==> config.mk <==
export PLATFORM = sky130hd
export DESIGN_NAME = alu_control_pipe
export DESIGN_NICKNAME = d
export VERILOG_FILES = /design/src/rtl/alu_ctrl_pkg.sv /design/src/rtl/alu_ctrl_decode.sv /design/src/rtl/alu_control_pipe.sv
export SDC_FILE = /design/constraint.sdc
export NUM_CORES = 1
export LEC_CHECK = 0
export ABC_CLOCK_PERIOD_IN_PS = 2100
export CAP_MARGIN = 20
export CORE_ASPECT_RATIO = 0.9
export CORE_MARGIN = 2
export CORE_UTILIZATION = 32
export DETAILED_ROUTE_END_ITERATION = 6
export PLACE_DENSITY = 0.59
export REMOVE_ABC_BUFFERS = 1
export SYNTH_ARGS = -nofsm -noshare
export SYNTH_HDL_FRONTEND = slang
export SYNTH_SLANG_ARGS = --single-unit
==> constraint.sdc <==
create_clock -name clk -period 2.1 [get_ports clk]
set_input_delay 0.42 -clock clk [delete_from_list [all_inputs] [get_ports clk]]
set_output_delay 0.42 -clock clk [all_outputs]
set_load 0.05 [all_outputs]
==> src/rtl/alu_ctrl_pkg.sv <==
// Shared constants and the reference decode table for the ALU control pipeline.
// Operand widths are fixed at 32 bits here so one function serves any module parametrisation.
package alu_ctrl_pkg;

  localparam int CODE_W = 4;
  localparam int CMP_W  = 32;

  localparam logic [CODE_W-1:0] ALU_ADD  = 4'd0;
  localparam logic [CODE_W-1:0] ALU_SUB  = 4'd1;
  localparam logic [CODE_W-1:0] ALU_XOR  = 4'd2;
  localparam logic [CODE_W-1:0] ALU_AND  = 4'd3;
  localparam logic [CODE_W-1:0] ALU_OR   = 4'd4;
  localparam logic [CODE_W-1:0] ALU_SLT  = 4'd5;
  localparam logic [CODE_W-1:0] ALU_SLL  = 4'd6;
  localparam logic [CODE_W-1:0] ALU_SRL  = 4'd7;
  localparam logic [CODE_W-1:0] ALU_MULT = 4'd8;
  localparam logic [CODE_W-1:0] ALU_DIV  = 4'd9;
  localparam logic [CODE_W-1:0] ALU_NOP  = 4'd15;

  localparam logic [2:0] OP_LWSW  = 3'b000;
  localparam logic [2:0] OP_BEQ   = 3'b001;
  localparam logic [2:0] OP_ADDI  = 3'b010;
  localparam logic [2:0] OP_SUBI  = 3'b011;
  localparam logic [2:0] OP_RTYPE = 3'b100;

  localparam logic [5:0] F_ADD  = 6'b100000;
  localparam logic [5:0] F_SUB  = 6'b100010;
  localparam logic [5:0] F_XOR  = 6'b100110;
  localparam logic [5:0] F_AND  = 6'b100100;
  localparam logic [5:0] F_OR   = 6'b100101;
  localparam logic [5:0] F_SLT  = 6'b101010;
  localparam logic [5:0] F_SLL  = 6'b000000;
  localparam logic [5:0] F_SRL  = 6'b000010;
  localparam logic [5:0] F_MULT = 6'b011000;
  localparam logic [5:0] F_DIV  = 6'b011010;
  localparam logic [5:0] F_JR   = 6'b001000;

  typedef struct packed {
    logic              illegal;
    logic              jr;
    logic [CODE_W-1:0] code;
  } dec_t;

  typedef enum logic {
    MD_IDLE = 1'b0,
    MD_BUSY = 1'b1
  } md_state_e;

  // Inputs arrive zero-extended, so any set high bit falls through to the illegal default.
  function automatic dec_t decode(input logic [CMP_W-1:0] alu_op,
                                  input logic [CMP_W-1:0] funct);
    dec_t d;
    d = '{illegal: 1'b0, jr: 1'b0, code: ALU_ADD};
    case (alu_op)
      CMP_W'(OP_LWSW),
      CMP_W'(OP_ADDI):  d.code = ALU_ADD;
      CMP_W'(OP_BEQ),
      CMP_W'(OP_SUBI):  d.code = ALU_SUB;
      CMP_W'(OP_RTYPE): begin
        case (funct)
          CMP_W'(F_ADD):  d.code = ALU_ADD;
          CMP_W'(F_SUB):  d.code = ALU_SUB;
          CMP_W'(F_XOR):  d.code = ALU_XOR;
          CMP_W'(F_AND):  d.code = ALU_AND;
          CMP_W'(F_OR):   d.code = ALU_OR;
          CMP_W'(F_SLT):  d.code = ALU_SLT;
          CMP_W'(F_SLL):  d.code = ALU_SLL;
          CMP_W'(F_SRL):  d.code = ALU_SRL;
          CMP_W'(F_MULT): d.code = ALU_MULT;
          CMP_W'(F_DIV):  d.code = ALU_DIV;
          CMP_W'(F_JR): begin
            d.code = ALU_ADD;
            d.jr   = 1'b1;
          end
          default: begin
            d.code    = ALU_NOP;
            d.illegal = 1'b1;
          end
        endcase
      end
      default: begin
        d.code    = ALU_NOP;
        d.illegal = 1'b1;
      end
    endcase
    return d;
  endfunction

endpackage

==> src/rtl/alu_ctrl_decode.sv <==
// Purely combinational ALUop/funct decode; adapts module widths to the package table.
module alu_ctrl_decode
  import alu_ctrl_pkg::*;
#(
  parameter int ALUOP_W = 3,
  parameter int FUNCT_W = 6,
  parameter int CTRL_W  = 4
) (
  input  logic [ALUOP_W-1:0] alu_op_i,
  input  logic [FUNCT_W-1:0] funct_i,
  output logic [CTRL_W-1:0]  code_o,
  output logic               jr_o,
  output logic               illegal_o,
  output logic               is_md_o
);

  dec_t dec;

  assign dec       = decode(CMP_W'(alu_op_i), CMP_W'(funct_i));
  assign code_o    = CTRL_W'(dec.code);
  assign jr_o      = dec.jr;
  assign illegal_o = dec.illegal;
  assign is_md_o   = !dec.illegal && (dec.code == ALU_MULT || dec.code == ALU_DIV);

endmodule

==> src/rtl/alu_control_pipe.sv <==
// Registered ALU control decoder with valid/ready handshake and a fixed-latency
// mult/div busy window that holds off new inputs.
module alu_control_pipe
  import alu_ctrl_pkg::*;
#(
  parameter int ALUOP_W = 3,
  parameter int FUNCT_W = 6,
  parameter int CTRL_W  = 4,
  parameter int MD_LAT  = 4
) (
  input  logic               clk,
  input  logic               rst_n,
  input  logic               in_valid,
  output logic               in_ready,
  input  logic [ALUOP_W-1:0] alu_op,
  input  logic [FUNCT_W-1:0] funct,
  output logic               out_valid,
  input  logic               out_ready,
  output logic [CTRL_W-1:0]  alu_ctrl,
  output logic               jr_ctrl,
  output logic               illegal,
  output logic               md_busy
);

  localparam int CNT_W = $clog2(MD_LAT + 1);

  logic [CTRL_W-1:0] dec_code;
  logic              dec_jr;
  logic              dec_illegal;
  logic              dec_is_md;
  logic              accept;

  logic              out_valid_d, out_valid_q;
  logic [CTRL_W-1:0] alu_ctrl_d,  alu_ctrl_q;
  logic              jr_d,        jr_q;
  logic              illegal_d,   illegal_q;

  md_state_e         state_q;
  logic [CNT_W-1:0]  cnt_q;
  logic              md_busy_q;

  alu_ctrl_decode #(
    .ALUOP_W (ALUOP_W),
    .FUNCT_W (FUNCT_W),
    .CTRL_W  (CTRL_W)
  ) u_decode (
    .alu_op_i  (alu_op),
    .funct_i   (funct),
    .code_o    (dec_code),
    .jr_o      (dec_jr),
    .illegal_o (dec_illegal),
    .is_md_o   (dec_is_md)
  );

  assign in_ready = !md_busy_q && (!out_valid_q || out_ready);
  assign accept   = in_valid && in_ready;

  // NOTE: every always_comb target gets a default first, so no path leaves it unassigned (no latch).
  always_comb begin
    out_valid_d = out_valid_q;
    alu_ctrl_d  = alu_ctrl_q;
    jr_d        = jr_q;
    illegal_d   = illegal_q;
    if (accept) begin
      out_valid_d = 1'b1;
      alu_ctrl_d  = dec_code;
      jr_d        = dec_jr;
      illegal_d   = dec_illegal;
    end else if (out_ready) begin
      out_valid_d = 1'b0;
    end
  end

  // NOTE: sequential state uses non-blocking assignments so all flops sample pre-edge values.
  always_ff @(posedge clk or negedge rst_n) begin
    if (!rst_n) begin
      out_valid_q <= 1'b0;
      alu_ctrl_q  <= '0;
      jr_q        <= 1'b0;
      illegal_q   <= 1'b0;
    end else begin
      out_valid_q <= out_valid_d;
      alu_ctrl_q  <= alu_ctrl_d;
      jr_q        <= jr_d;
      illegal_q   <= illegal_d;
    end
  end

  // The busy window counts MD_LAT edges after the accepting edge; md_busy is registered.
  always_ff @(posedge clk or negedge rst_n) begin
    if (!rst_n) begin
      state_q   <= MD_IDLE;
      cnt_q     <= '0;
      md_busy_q <= 1'b0;
    end else begin
      case (state_q)
        MD_IDLE: begin
          if (accept && dec_is_md) begin
            state_q   <= MD_BUSY;
            cnt_q     <= CNT_W'(MD_LAT);
            md_busy_q <= 1'b1;
          end
        end
        MD_BUSY: begin
          cnt_q <= cnt_q - CNT_W'(1);
          if (cnt_q == CNT_W'(1)) begin
            state_q   <= MD_IDLE;
            md_busy_q <= 1'b0;
          end
        end
        default: begin
          state_q   <= MD_IDLE;
          cnt_q     <= '0;
          md_busy_q <= 1'b0;
        end
      endcase
    end
  end

  assign out_valid = out_valid_q;
  assign alu_ctrl  = alu_ctrl_q;
  assign jr_ctrl   = jr_q;
  assign illegal   = illegal_q;
  assign md_busy   = md_busy_q;

endmodule

==> results.sh <==
export IMPL_area_growth_pct=37.5
export IMPL_hold_class="reg2reg"
export IMPL_grt_pass1_wl_mm=2.98
export IMPL_post_route_period_util=0.884
export IMPL_synth_most_common_cell="dfrtp_1"
export IMPL_synth_top_flop_cell="dfrtp_1"
export IMPL_r2r_start="out_valid"
export IMPL_p_comb_frac=0.413
export IMPL_die_y_um=49.8
export IMPL_root_buffer="clkbuf_4"
export IMPL_max_stage_delay_ns=0.80
export IMPL_cts_resized=0
export IMPL_seq_area_frac_synth=0.403
export IMPL_critPathTopFamily="buffers and inverters"
export IMPL_cp_num_cells=1
export IMPL_pwr_share_seq=0.405
export IMPL_antenna_found_initial=0
export IMPL_cts_made_buffers=3
export IMPL_critPathKind="reg2out"
export IMPL_design_core_area_um2=2180
export IMPL_ios=22
export IMPL_critPathCaptureType="primary output"
export IMPL_core_rowCount=16
export IMPL_postLayoutCoreUtil=0.469
export IMPL_crit_start="alu_ctrl[0]"
export IMPL_avgSynthCellArea_um2=9.19
export IMPL_clkPwrFrac=0.183
export IMPL_maxCapViolCount=0
export IMPL_fmax_ghz=0.538
export IMPL_cp_arrival_ns=1.44
export IMPL_endpoint="alu_ctrl[0]"
export IMPL_cts_hold_buf=0
export IMPL_drtPass1Iterations=4
export IMPL_grt_use_total=0.151
export IMPL_fin_cells=133
export IMPL_synth_largest_area_cell="dfrtp_1"
export IMPL_gp_congestion=0.739
export IMPL_min_period_ns=1.86
export IMPL_clkSlewWorstSetupHoldPaths_ns=0.07
export IMPL_drtAntennaViolNets=0
export IMPL_dr_total_vias=675
export IMPL_maxSlewHeadroom=0.623
export IMPL_rrSetupSlack_ns=0.67
export IMPL_post_dp_hpwl_mm=1.34
export IMPL_cts_sinks=12
export IMPL_ir_drop_uv=364
export IMPL_setup_ws_ns=0.243
export IMPL_leakage_uw=0.000430
export IMPL_synth_edf_count=0
export IMPL_ys_async_sr_fraction=1.00
export IMPL_drt_iter0_markers=14
export IMPL_crit_fanout=2
export IMPL_vias_per_cell=5.08
export IMPL_path_buf_inv=1
export IMPL_setup_viol=0
export IMPL_port_buffers=21
export IMPL_worstReg2RegEnd="md_busy"
export IMPL_final_max_slew_viol_count=0
export IMPL_holdWs_ns=0.481
export IMPL_yosys_register_bits=12
export IMPL_cts_tree="done"
export IMPL_status="finished clean"
export IMPL_p_per_area_nw_per_um2=750
export IMPL_crit_chain="clkdlybuf4s50_1"
export IMPL_startpoint_type="flip-flop"
export IMPL_die_width_um=54.8
export IMPL_grt_pass1_vias=654
export IMPL_p_int_uw=481
export IMPL_worstPathRequired_ns=1.68
export IMPL_clock_latency_ns=0.27
export IMPL_netSwitchingPower_uw=286
export IMPL_avgRoutedWirePerCell_um=13.3
export IMPL_start_util=0.341
export IMPL_final_hold_viol_count=0
export IMPL_yosys_top_cells_count="dfrtp_1 (12), nand2_1 (11), o21ai_0 (6)"
export IMPL_place_inst=130
export IMPL_worstMarginPinSlew_ns=0.563
export IMPL_drt_total_wl_mm=1.76
export IMPL_synth_cells=81
export IMPL_tns_ns=0
export IMPL_synth_distinct_cells=36
export IMPL_synth_cell_area_um2=744
export IMPL_rsz0062_at_grt="false"
export IMPL_synth_warnings=0
export IMPL_clockBufferDepth=2
export IMPL_antenna_cells=0
export IMPL_reg2reg_depth=4
export IMPL_post_place_ws_ns=0.0512
export IMPL_p_sw_frac=0.373
export IMPL_postCtsSetupRepairBufs=0
export IMPL_fin_skew_ns=0.00515
export IMPL_grt_max_degree=13
export IMPL_die_area_um2=2730
export IMPL_grt_overflow=0
export IMPL_nNetsFinal=123
export IMPL_layout_drive_gt1_share=0.113
export IMPL_h_tree_depth=1
export IMPL_crit_path_top_delay_cell="clkdlybuf4s50_1"
export IMPL_synth_top_area_frac=0.403
export IMPL_drc_errors=0
export IMPL_synth_area_leaders="dfrtp_1 (40%), nand2_1 (5.5%), o21ai_0 (4.0%), ha_1 (3.4%), buf_6 (3.0%)"
cell families (layout without fill, tap and decap cells):
group,count (synthesis),after routing,share of synthesized area
simple gates,37,37,0.296
compound gates,20,20,0.182
flops,12,12,0.403
buf+inv,8,33,0.0622
fa+ha+maj,2,2,0.0336
xor+xnor,2,2,0.0235
sequential cells by signal (all words and copies together) (netlist names):
register   cells
md_busy        1
cnt_q          3
illegal        1
alu_ctrl       4
state_q        1
out_valid      1
jr_ctrl        1
through the flow:
step / power (uW) / area (um^2)
detailed placement: 633 / 1000
global route: 816 / 1020
CTS: 776 / 1020
global placement: 627 / 1000
finish: 767 / 1020
floorplan: 511 / 717
layer usage:
metal / track usage / wire (um) / vias to the layer above
li1: - / - / 345
met1: 0.221 / 903 / 309
met2: 0.202 / 761 / 19
met3: 0.0545 / 85 / 2
met4: 0.0458 / 12 / 0
met5: 0 / 0 / -
power by group through the flow:
| stage | registers, uW | logic (uW) | clock network (uW) |
|---|---|---|---|
| 4_1_cts | 310 | 321 | 145 |
| 2_1_floorplan | 372 | 139 | 0 |
| 5_1_grt | 315 | 347 | 154 |
| 3_3_place_gp | 313 | 314 | 0 |
| 3_5_place_dp | 314 | 319 | 0 |
| 6_report | 310 | 317 | 140 |
area by class of cell:
class,instances,area (um^2)
fill,207,1160
multi-input combinational,61,398
sequential,12,300
timing repair buffer,25,250
tap,27,33.8
clock buffer,3,22.5
inverter,5,18.8
how the worst min path moves through the flow:
| stage | depth (start not counted) | start | end |
|---|---|---|---|
| after floorplan | 0 | rst_n | alu_ctrl[0] |
| after global placement | 1 | jr_ctrl | jr_ctrl |
| after detailed placement | 1 | jr_ctrl | jr_ctrl |
| after CTS | 2 | illegal | illegal |
| after global routing | 2 | illegal | illegal |
| final | 1 | jr_ctrl | jr_ctrl |
layout by cell type (no fill, tap or decap), drive strengths merged:
cell type	n
a2111oi	1
a211oi	1
a21o	1
a21oi	3
a22oi	2
a31oi	1
a32oi	1
and2	1
and3	1
and4b	1
buf	5
clkbuf	3
clkdlybuf4s50	20
dfrtp	12
ha	2
inv	5
nand2	11
nand2b	1
nand3	1
nand3b	2
nand4	2
nor2	5
nor2b	2
nor3	3
nor3b	3
nor4	1
nor4b	1
o21ai	6
o22ai	2
o311a	1
o32ai	1
or2b	1
or3	1
xnor2	2
No activity file was read; power rests on OpenSTA's default activity.
